`config.mk`:
```
export PLATFORM = sky130hd
export DESIGN_NAME = can_rx_packer
export DESIGN_NICKNAME = d
export VERILOG_FILES = /design/src/rtl/can_rx_packer.sv
export SDC_FILE = /design/constraint.sdc
export NUM_CORES = 1
export LEC_CHECK = 0
export ABC_AREA = 1
export CAP_MARGIN = 0
export CORE_AREA = 2 2 215 217
export DETAILED_ROUTE_END_ITERATION = 6
export DIE_AREA = 0 0 217 219
export PLACE_DENSITY = 0.81
export SYNTH_ARGS = -nofsm -noshare
export SYNTH_HDL_FRONTEND = slang
export SYNTH_SLANG_ARGS = --single-unit
```
`constraint.sdc`:
```
create_clock -name clk_i -period 3.9 [get_ports clk_i]
set_input_delay 0.78 -clock clk_i [delete_from_list [all_inputs] [get_ports clk_i]]
set_output_delay 0.78 -clock clk_i [all_outputs]
set_load 0.05 [all_outputs]
```
`src/rtl/can_rx_packer.sv`:
```
// Stages one received CAN/CAN FD frame (header plus up to 64 data bytes) and, once the
// frame is validated, writes it to the RX FIFO as one contiguous burst of 32-bit words.
module can_rx_packer #(
    parameter int MAX_WORDS = 15
) (
    input  logic        clk_i,
    input  logic        rst_i,
    input  logic        reset_mode_i,
    input  logic        sof_i,
    input  logic        hdr_valid_i,
    input  logic [28:0] id_i,
    input  logic        ide_i,
    input  logic        rtr_i,
    input  logic        fdf_i,
    input  logic        brs_i,
    input  logic        esi_i,
    input  logic [3:0]  dlc_i,
    input  logic        byte_valid_i,
    input  logic [7:0]  byte_data_i,
    input  logic        frame_ok_i,
    input  logic        frame_err_i,
    output logic        wr_o,
    output logic [31:0] data_in_o,
    output logic        busy_o,
    output logic        drop_o,
    output logic [1:0]  drop_cause_o
);
    // state | meaning
    // IDLE  | waiting for sof
    // HDR   | frame started, waiting for header fields
    // DATA  | collecting bytes until frame_ok / frame_err
    // BURST | streaming the validated message into the FIFO
    typedef enum logic [1:0] {S_IDLE, S_HDR, S_DATA, S_BURST} state_t;

    localparam logic [4:0] MAX_W = 5'(MAX_WORDS);

    state_t          state_q, state_d;
    logic [6:0]      cnt_q, cnt_d, cnt_inc, exp_bytes;
    logic [4:0]      idx_q, idx_d, words;
    logic [28:0]     id_q, id_d;
    logic [4:0]      fmt_q, fmt_d;   // {fdf, brs, esi, ide, rtr}
    logic [3:0]      dlc_q, dlc_d;
    logic            wr_q, wr_d, drop_q, drop_d;
    logic [1:0]      cause_q, cause_d;
    logic [31:0]     data_q, data_d, word_sel;
    logic [3:0][7:0] mem_q [16];
    logic            mem_clr, mem_wr;
    logic [3:0]      data_idx;

    always_comb begin
        exp_bytes = 7'd0;
        if (fmt_q[0] && !fmt_q[4]) begin
            exp_bytes = 7'd0;
        end else if (dlc_q <= 4'd8) begin
            exp_bytes = {3'b000, dlc_q};
        end else if (!fmt_q[4]) begin
            exp_bytes = 7'd8;
        end else begin
            case (dlc_q)
                4'd9:    exp_bytes = 7'd12;
                4'd10:   exp_bytes = 7'd16;
                4'd11:   exp_bytes = 7'd20;
                4'd12:   exp_bytes = 7'd24;
                4'd13:   exp_bytes = 7'd32;
                4'd14:   exp_bytes = 7'd48;
                default: exp_bytes = 7'd64;
            endcase
        end
    end

    assign words    = 5'd2 + 5'((exp_bytes + 7'd3) >> 2);
    assign cnt_inc  = (byte_valid_i && cnt_q != 7'd127) ? cnt_q + 7'd1 : cnt_q;
    assign data_idx = 4'(idx_q - 5'd2);

    always_comb begin
        case (idx_q)
            5'd0:    word_sel = {23'h0, fmt_q, dlc_q};
            5'd1:    word_sel = fmt_q[1] ? {3'h0, id_q} : {21'h0, id_q[10:0]};
            default: word_sel = mem_q[data_idx];
        endcase
    end

    always_comb begin
        state_d = state_q;
        cnt_d   = cnt_q;
        idx_d   = idx_q;
        id_d    = id_q;
        fmt_d   = fmt_q;
        dlc_d   = dlc_q;
        wr_d    = 1'b0;
        data_d  = data_q;
        drop_d  = 1'b0;
        cause_d = cause_q;
        mem_clr = 1'b0;
        mem_wr  = 1'b0;
        case (state_q)
            S_IDLE: begin
                if (sof_i) begin
                    state_d = S_HDR;
                    cnt_d   = 7'd0;
                    mem_clr = 1'b1;
                end
            end
            S_HDR: begin
                if (frame_err_i) begin
                    state_d = S_IDLE;
                    drop_d  = 1'b1;
                    cause_d = 2'd0;
                end else if (frame_ok_i) begin
                    state_d = S_IDLE;
                    drop_d  = 1'b1;
                    cause_d = 2'd1;
                end else if (sof_i) begin
                    cnt_d   = 7'd0;
                    mem_clr = 1'b1;
                    drop_d  = 1'b1;
                    cause_d = 2'd0;
                end else if (hdr_valid_i) begin
                    state_d = S_DATA;
                    id_d    = id_i;
                    fmt_d   = {fdf_i, brs_i, esi_i, ide_i, rtr_i};
                    dlc_d   = dlc_i;
                end
            end
            S_DATA: begin
                mem_wr = byte_valid_i && (cnt_q < exp_bytes);
                cnt_d  = cnt_inc;
                if (frame_err_i) begin
                    state_d = S_IDLE;
                    drop_d  = 1'b1;
                    cause_d = 2'd0;
                end else if (frame_ok_i) begin
                    if (cnt_inc != exp_bytes) begin
                        state_d = S_IDLE;
                        drop_d  = 1'b1;
                        cause_d = 2'd1;
                    end else if (words > MAX_W) begin
                        state_d = S_IDLE;
                        drop_d  = 1'b1;
                        cause_d = 2'd2;
                    end else begin
                        state_d = S_BURST;
                        idx_d   = 5'd0;
                    end
                end else if (sof_i) begin
                    state_d = S_HDR;
                    cnt_d   = 7'd0;
                    mem_clr = 1'b1;
                    drop_d  = 1'b1;
                    cause_d = 2'd0;
                end
            end
            S_BURST: begin
                wr_d   = 1'b1;
                data_d = word_sel;
                idx_d  = idx_q + 5'd1;
                if (idx_q == words - 5'd1) begin
                    state_d = S_IDLE;
                end
                if (sof_i) begin
                    drop_d  = 1'b1;
                    cause_d = 2'd3;
                end
            end
            default: state_d = S_IDLE;
        endcase
    end

    always_ff @(posedge clk_i) begin
        if (rst_i || reset_mode_i) begin
            state_q <= S_IDLE;
            cnt_q   <= 7'd0;
            idx_q   <= 5'd0;
            id_q    <= 29'd0;
            fmt_q   <= 5'd0;
            dlc_q   <= 4'd0;
            wr_q    <= 1'b0;
            data_q  <= 32'd0;
            drop_q  <= 1'b0;
            cause_q <= 2'd0;
        end else begin
            state_q <= state_d;
            cnt_q   <= cnt_d;
            idx_q   <= idx_d;
            id_q    <= id_d;
            fmt_q   <= fmt_d;
            dlc_q   <= dlc_d;
            wr_q    <= wr_d;
            data_q  <= data_d;
            drop_q  <= drop_d;
            cause_q <= cause_d;
        end
    end

    // Cleared at every frame start so bytes beyond the last received one read back as 0.
    always_ff @(posedge clk_i) begin
        if (rst_i || reset_mode_i || mem_clr) begin
            for (int w = 0; w < 16; w++) begin
                mem_q[w] <= '0;
            end
        end else if (mem_wr) begin
            mem_q[cnt_q[5:2]][cnt_q[1:0]] <= byte_data_i;
        end
    end

    assign wr_o         = wr_q;
    assign data_in_o    = data_q;
    assign busy_o       = (state_q != S_IDLE);
    assign drop_o       = drop_q;
    assign drop_cause_o = cause_q;
endmodule
```
Word level (Yosys, flattened, before mapping)
Memories as Yosys holds them, arrays and structs flattened.
Index checks and enable logic that the tools add are counted.

storage, ports and cells
  flip-flop bits (word level) = 88
  memory bits (writable) = 512
  output and inout port bits = 37
  word-level logic and storage cells = 131
  memories = 1

operators by class
  add/subtract/negate cells = 6
  magnitude comparators = 5
  equal/unequal tests = 24
  mux-type cells = 62
  bitwise operators = 3
  reductions and logical operators = 20

memory list
  name   words  bits a word  read ports  clocked after Yosys merged registers in  wr ports  RTL line  source
  mem_q  16     32           1           0                                        16        46        logic [3:0][7:0] mem_q [16];

operator list
  cell                   number
  $mux W32               3
  $mux W7                10
  $pmux W32 S2           1
  $pmux W7 S6            1
  $mux W2                18
  $reduce_or A32 Y1      1
  $mux W29               1
  $eq A4 B4 Y1 const B   6
  $pmux W7 S3            1
  $mux W5                4
  $demux W8 S2           1
  $ne A2 B2 Y1 const B   8
  $mux W1                15
  $pmux W5 S2            1
  $reduce_and A5 Y1      2
  $reduce_and A3 Y1      3
  $mux W8                1
  $ne A4 B4 Y1 const B   2
  $pmux W2 S4            1
  $add A7 B1 Y7 const B  1
  $add A7 B2 Y7 const B  1
  $lt A7 B7 Y1           1
  $ne A7 B7 Y1           1
  $ne A7 B7 Y1 const B   1
  26 further kinds       35

Depth between registers and ports, before layout
Gate-level depths: netlist of the first run.

  word-level depth = 13
  mapped depth = 21
  mapped depth without buffers = 20

Least setup slack after synthesis of the first run
No wires, ideal clock.

  kind = flip-flop to flip-flop
  from = register dlc_q[0]
  to = memory mem_q[1][24] (netlist name), enable pin
  setup time = 0.329 ns
  arrival = 2.616 ns
  required time = 3.571 ns
  path slack = 0.955 ns
  stages on the path, launching flop included = 13
  buffers on the path = 1
  period minus slack after synthesis = 2.945 ns
  cells stage by stage = dfxtp_1 inv_1 nand2_1 nand2_1 nand2_1 nand4_1 ha_1 a2111oi_2 nand4_4 nor2_4 buf_4 nand2_1 nand2_1

RTL lines
  what                    RTL line  source
  start, declared         42        logic [3:0] dlc_q, dlc_d;
  start signal, assigned  187       dlc_q <= dlc_d;
  end, declared           46

==> run metrics, run 1 <==
f_max=270 MHz; Post-Synthesis Cells=2,838; hold buffers post-CTS=0; final period utilization=approximately 95%; first-pass GRT wire length=about 120,000 microns; worst r2r dst=mem_q[12][28]$_SDFFCE_PN0P_; # fillers=3,250; global route overflow=0; highest routed metal layer=met5; area of the die=0.0475 sq mm; final setup vio count=0; hold path cells=2; Hold Path End=id_q[7]$_SDFFE_PP0P_; number of instances resized during post-cts repair=0; Initial DRC Count=between 3,000 and 4,000; wire length on met2=~35,000 microns; count of nets after finishing=between 2,000 and 3,000; max cap viols=0; number of distinct standard cells referenced by the synthesized netlist=37; fin crit period=3700 ps; die extent in x=approximately 220 microns; number of nets in the synthesized netlist=2,917; sequential element share of the synthesized area=a little over three fifths; total via count in the routed design=~22,000; clock-pin transition on the worst setup and hold timing paths=~70 ps; leakage power figure=12.2 nW; Worst Hold Class=reg2reg; transition time at the pin with the least slew margin=1130 ps; cell count of the worst reg-to-reg path=12; remaining antenna violation count=0; DRC violation count after routing=0; detailed-router iteration count before antenna repair=6; R2R Path Start=dlc_q[0]$_SDFFE_PP0P_; All-Layer GR Usage=between 30% and 40%; library cell occupying the most area in the post-synthesis netlist=sky130_fd_sc_hd__edfxtp_1; CTS buffer count=58; via count of the first global-routing pass=roughly 21,000; critical path start-end classification=reg2reg; result of the run=finished, final reports clean; H-tree depth reported by CTS=2; biggest area contributors in the synthesized netlist=sky130_fd_sc_hd__edfxtp_1, sky130_fd_sc_hd__nor2_1, sky130_fd_sc_hd__o21ai_0; post-detailed-route via-to-cell ratio=approximately 6.3; leading cell type in the layout, fill and taps excluded=sky130_fd_sc_hd__nor2_1; initial core utilization=60.3%; final HPWL from detailed placement=approximately 50,000 microns; total of flip-flops plus latches after synthesis=600; unrepaired setup endpoints after global routing=no; metal3 WL=slightly above 10,000 microns; critical path data arrival time=4000 ps; maximum fanout along the worst path=16; combined area of all synthesized cells=around 0.027 sq mm; count of final hold-check violations=0; element type at the critical path end=register; setup total negative slack=0 ps; commonest cells after routing, fill and taps aside=sky130_fd_sc_hd__nor2_1, sky130_fd_sc_hd__edfxtp_1, sky130_fd_sc_hd__o21ai_0; area inside the core boundary=around 0.045 sq mm; min-delay src=id_q[7]$_SDFFE_PP0P_; site row count=78; overall routed net length=approximately 80,000 microns; Clk Latency, worst-skew pair=around 660 ps; routed length on met1=roughly 28,000 microns; normalized max-slew margin=between 20% and 30%; Synth Warn #=0; vertical die dimension=219 microns; wire length per cell=between 20 and 25 microns; worst setup slack for register-to-register paths=~200 ps; startpoint type of the worst setup path=register; number of ports placed on the die boundary=91; worst clock skew=roughly 36 ps; TritonCTS clock tree=built; maximum number of pins on one net before global-route repair=between 100 and 150; initial antenna violation count=3; Pins Over Slew Limit=0; VDD IR max=roughly 0.37 mV; average footprint of a synthesized cell=approximately 9.6 sq um; Sink Count=600; Pwr Density=around 440 mW/mm^2; Max Buffers Root-to-Sink=3; data required time at the worst endpoint=about 4200 ps; final design utilization=between 60% and 70%; Buffers on Ports=90; area share of the leading cell type in the synthesized netlist=between 50% and 60%; setup bufs post-CTS=0; fraction of layout instances using a drive strength above 1=roughly 7.2%; post-synthesis to final-layout area growth=12.7%; clock tree root buffer cell=sky130_fd_sc_hd__clkbuf_16; Final Wtd Congestion=between 0.9 and 1
[layer usage]
metal	vias up	global-route usage (%)
li1	9823	-
met1	10300	43.0
met2	1729	52.3
met3	297	6.86
met4	2	16.4
met5	-	0
[metrics by stage]
stage	hold WS (ps)	instance area, sq um	setup slack, ps	power, W	std cells
after floorplan	424	27200	955	0.00764	2838
after global routing	471	30600	40.3	0.0138	3502
after global placement	437	28700	406	0.00790	3392
final	459	30600	200	0.0135	3505
after detailed placement	442	28700	258	0.00791	3392
after CTS	459	30600	304	0.0135	3502
[cells by family after synthesis]
| kind of cell | share of synthesized area, % |
|---|---|
| AOI/OAI and AO/OA | 12.4 |
| xor gates and xnor gates | 0.322 |
| adders and majority gates | 1.15 |
| buffers and inverters | 3.91 |
| DFF | 63.0 |
| and+or+nand+nor | 19.1 |
[how the worst max path moves through the flow]
stage / end / start / slack, ps
after floorplan: mem_q[1][24]$_SDFFCE_PN0P_ / dlc_q[0]$_SDFFE_PP0P_ / 960
after global placement: mem_q[13][22]$_SDFFCE_PN0P_ / byte_valid_i / 410
after detailed placement: mem_q[9][26]$_SDFFCE_PN0P_ / byte_valid_i / 260
after CTS: mem_q[12][28]$_SDFFCE_PN0P_ / dlc_q[0]$_SDFFE_PP0P_ / 300
after global routing: mem_q[3][27]$_SDFFCE_PN0P_ / dlc_q[0]$_SDFFE_PP0P_ / 40
final: mem_q[12][28]$_SDFFCE_PN0P_ / dlc_q[0]$_SDFFE_PP0P_ / 200
[cell type report]
| class | instances | area (sq um) | share of cell area, % |
|---|---|---|---|
| Tap cell | 600 | 751 | 2.45 |
| Inverter | 79 | 302 | 0.984 |
| Timing Repair Buffer | 152 | 1480 | 4.83 |
| Sequential cell | 600 | 17100 | 55.9 |
| Antenna cell | 3 | 7.51 | 0.0245 |
| Clock inverter | 36 | 402 | 1.31 |
| Clock buffer | 74 | 1560 | 5.07 |
| Multi-Input combinational cell | 1961 | 9010 | 29.4 |
[report_power, final]
group	internal, W	total (W)	switching (W)
Sequential	0.00716	0.00725	0.0000812
Combinational	0.000142	0.000552	0.000410
Clock	0.00325	0.00573	0.00249
[critical path, cell delays in order (launching register included)]
cell and delay (ps):
sky130_fd_sc_hd__dfxtp_1 470, sky130_fd_sc_hd__inv_1 130, sky130_fd_sc_hd__nand2_1 70, sky130_fd_sc_hd__nand2_1 70, sky130_fd_sc_hd__nand2_1 80, sky130_fd_sc_hd__nand4_1 170, sky130_fd_sc_hd__ha_1 360, sky130_fd_sc_hd__a2111oi_2 530
sky130_fd_sc_hd__nand4_4 320, sky130_fd_sc_hd__nor2_4 150, sky130_fd_sc_hd__buf_4 330, sky130_fd_sc_hd__nand2_1 270, sky130_fd_sc_hd__nand2_1 370
[synth_stat cells]
library cell                count
sky130_fd_sc_hd__a31oi_1        7
sky130_fd_sc_hd__ha_1          25
sky130_fd_sc_hd__a21boi_0       1
sky130_fd_sc_hd__clkinv_1       4
sky130_fd_sc_hd__o31ai_1        1
sky130_fd_sc_hd__nor2_1       895
sky130_fd_sc_hd__xor2_1         8
sky130_fd_sc_hd__buf_1          9
sky130_fd_sc_hd__clkbuf_1     178
sky130_fd_sc_hd__o21ai_0      369
sky130_fd_sc_hd__nor2_2         2
sky130_fd_sc_hd__a21oi_1       77
sky130_fd_sc_hd__nand4_4        1
sky130_fd_sc_hd__o22ai_1       72
sky130_fd_sc_hd__a221oi_1       4
sky130_fd_sc_hd__a211oi_1       1
sky130_fd_sc_hd__dfxtp_1       88
sky130_fd_sc_hd__o211ai_1      13
sky130_fd_sc_hd__nand4_1        7
sky130_fd_sc_hd__nand2_2       23
sky130_fd_sc_hd__nor2_4         5
sky130_fd_sc_hd__edfxtp_1     512
sky130_fd_sc_hd__nand3_1       72
sky130_fd_sc_hd__nor3_1         4
sky130_fd_sc_hd__xnor2_1        2
sky130_fd_sc_hd__buf_2          7
sky130_fd_sc_hd__o21ai_1        8
sky130_fd_sc_hd__inv_2         11
sky130_fd_sc_hd__a2111oi_2      1
sky130_fd_sc_hd__buf_4          4
sky130_fd_sc_hd__o221ai_1      45
sky130_fd_sc_hd__nand2_1      308
sky130_fd_sc_hd__nand3b_1       3
sky130_fd_sc_hd__nand3_2        1
sky130_fd_sc_hd__o21bai_1       1
sky130_fd_sc_hd__a41oi_1        5
sky130_fd_sc_hd__inv_1         64
[sequential cells by signal, summed over array words and instances, names as in the netlist]
signal,count
mem_q,512
data_in_o,32
idx_q,5
drop_cause_o,2
id_q,29
drop_o,1
cnt_q,7
state_q,2
fmt_q,5
wr_o,1
dlc_q,4
Power figures use the tool's default switching activity.
==> run 2, diff against run 1 <==
- ABC_CLOCK_PERIOD_IN_PS: unset -> 3900
- RECOVER_POWER: unset -> 50
==> run 2 against run 1 <==
Utilization decreased by 0.34 points. Critical path depth unchanged. Maximum frequency increased by 1.1%. Non-clock buffer count unchanged. Global-route usage unchanged. Cell count about the same. Hold slack improved by 3.9 ps. Critical endpoint is now mem_q[9][22]$_SDFFCE_PN0P_. Largest power group unchanged.
==> run metrics, run 2 (synthesized netlist as in run 1, its figures left out) <==
DRC violation count after routing=0; master of the slowest instance on the critical path=sky130_fd_sc_hd__a2111oi_2; count of final hold-check violations=0; Worst path top cell family by delay=simple AND/OR/NAND/NOR gates; maximum number of pins on one net before global-route repair=131; f_max=273 MHz; number of instances resized during post-cts repair=0; Hold Path End=id_q[7]$_SDFFE_PP0P_; remaining antenna violation count=0; final HPWL from detailed placement=48,600 microns; Buffers on Ports=90; hold path cells=2; critical path, cell by cell=inv_1 -> nand2_1 -> nand2_1 -> nand2_1 -> nand4_1 -> ha_1 -> a2111oi_2 -> nand4_4 -> nor2_1 -> buf_4 -> nand2_1 -> nand2_1; min-delay src=id_q[7]$_SDFFE_PP0P_; clock-pin transition on the worst setup and hold timing paths=around 70 ps; met2 demand-to-capacity share in global routing=between 50% and 60%; area of all placed cells without fillers=roughly 0.030 sq mm; element type at the critical path end=register; wire length per cell=22.3 microns; first-pass GRT wire length=roughly 120,000 microns; post-detailed-route via-to-cell ratio=approximately 6.3; commonest cells after routing, fill and taps aside=sky130_fd_sc_hd__nor2_1, sky130_fd_sc_hd__edfxtp_1, sky130_fd_sc_hd__o21ai_0; max cap viols=0; global routing's busiest layer=met2; Clk Latency, worst-skew pair=around 650 ps; leading cell type in the layout, fill and taps excluded=sky130_fd_sc_hd__nor2_1; R2R Path Start=dlc_q[0]$_SDFFE_PP0P_; critical path start-end classification=reg2reg; CP peak stage delay=540 ps; worst r2r dst=mem_q[9][22]$_SDFFCE_PN0P_; Sink Count=600; detailed-router iteration count before antenna repair=7; site row count=78; leakage power figure=roughly 12 nW; Pwr Density=approximately 440 mW/mm^2; global route overflow=0; fin crit period=about 3700 ps; All-Layer GR Usage=around 33%; setup bufs post-CTS=0; number of ports placed on the die boundary=a little over 90; cell area after placement=between 0.02 and 0.03 sq mm; Pins Over Slew Limit=0; H-tree depth reported by CTS=2; startpoint type of the worst setup path=register; setup total negative slack=0 ps; count of buffer and inverter cells on the critical path=2; vertical die dimension=219 microns; area of the die=0.0475 sq mm; initial antenna violation count=3; critical path data arrival time=a little under 4000 ps; final setup vio count=0; maximum fanout along the worst path=16; post-synthesis to final-layout area growth=12.2%; cell count of the worst reg-to-reg path=12; data required time at the worst endpoint=4190 ps; CTS buffer count=58; via count of the first global-routing pass=approximately 21,000; worst clock skew=40.3 ps; Worst Hold Class=reg2reg; unrepaired setup endpoints after global routing=no; hold buffers post-CTS=0; total via count in the routed design=~22,000; transition time at the pin with the least slew margin=around 1400 ps; fraction of layout instances using a drive strength above 1=5.82%; worst setup slack for register-to-register paths=roughly 240 ps; count of nets after finishing=between 2,000 and 3,000; Most flops, register=mem_q; normalized max-slew margin=about 3.5%; most frequent cell on the critical path=sky130_fd_sc_hd__nand2_1; area inside the core boundary=approximately 0.045 sq mm; GR Layer Usage met1=a little over two fifths; Largest register FFs=between 500 and 600; overall routed net length=77,900 microns; final period utilization=93.8%; Initial DRC Count=roughly 3,800; Max Buffers Root-to-Sink=3; die extent in x=about 220 microns; TritonCTS clock tree=built; clock tree root buffer cell=sky130_fd_sc_hd__clkbuf_16; Final Wtd Congestion=0.973; initial core utilization=~60%; met3 track demand over resource=6.86%; result of the run=finished, final reports clean; VDD IR max=around 0.37 mV
==> run 2: worst max-delay path by stage <==
stage                                  end                   from  slack (ps)  depth (start not counted)
3_3_place_gp   mem_q[13][22]$_SDFFCE_PN0P_           byte_valid_i         410                          8
6_report        mem_q[9][22]$_SDFFCE_PN0P_  dlc_q[0]$_SDFFE_PP0P_         240                         12
4_1_cts        mem_q[12][28]$_SDFFCE_PN0P_  dlc_q[0]$_SDFFE_PP0P_         300                         12
2_1_floorplan   mem_q[1][24]$_SDFFCE_PN0P_  dlc_q[0]$_SDFFE_PP0P_         960                         12
3_5_place_dp    mem_q[9][26]$_SDFFCE_PN0P_           byte_valid_i         260                          8
5_1_grt         data_in_o[25]$_SDFFE_PP0P_  idx_q[0]$_SDFFE_PP0P_          70                          9
==> run 2: area by class of cell <==
type / instances / area, sq um
sequential: 600 / 17100
fill: 3294 / 14600
multi-input combinational: 1961 / 8930
clock buffer: 74 / 1560
timing repair buffer: 152 / 1410
tap: 600 / 751
clock inverter: 36 / 402
inverter: 79 / 302
antenna: 1 / 2.50
==> run 2: where the power goes <==
group,switching [W],leakage (nW),internal (W),total [W]
Clock,0.00248,0.928,0.00325,0.00573
Combinational,0.000408,4.67,0.000139,0.000548
Sequential,0.0000811,6.65,0.00716,0.00725
Total,0.00297,12.2,0.0106,0.0135
==> run 2: tightest hold or removal path, delay by kind of cell, from the launching register on <==
family,cells,cell delay (ps)
flip-flops,1,310
buffers and inverters,1,50
AO/OA/AOI/OAI,1,50
==> run 2: metal layers <==
metal	vias to the layer above	routed length, microns
met5	-	25
met4	4	4170
met3	298	10500
met2	1727	35500
met1	10200	27800
li1	9815	-
==> run 2: per-stage QoR <==
step | hold WS, ps | power [W] | setup slack, ps | instances | util [%]
after floorplan | 424 | 0.00764 | 955 | 2838 | -
after global placement | 437 | 0.00790 | 406 | 3392 | 63.6
after detailed placement | 442 | 0.00791 | 258 | 3392 | 63.6
after CTS | 459 | 0.0135 | 304 | 3502 | 68.0
after global routing | 471 | 0.0138 | 74.4 | 3502 | 67.6
final | 463 | 0.0135 | 242 | 3503 | 67.6
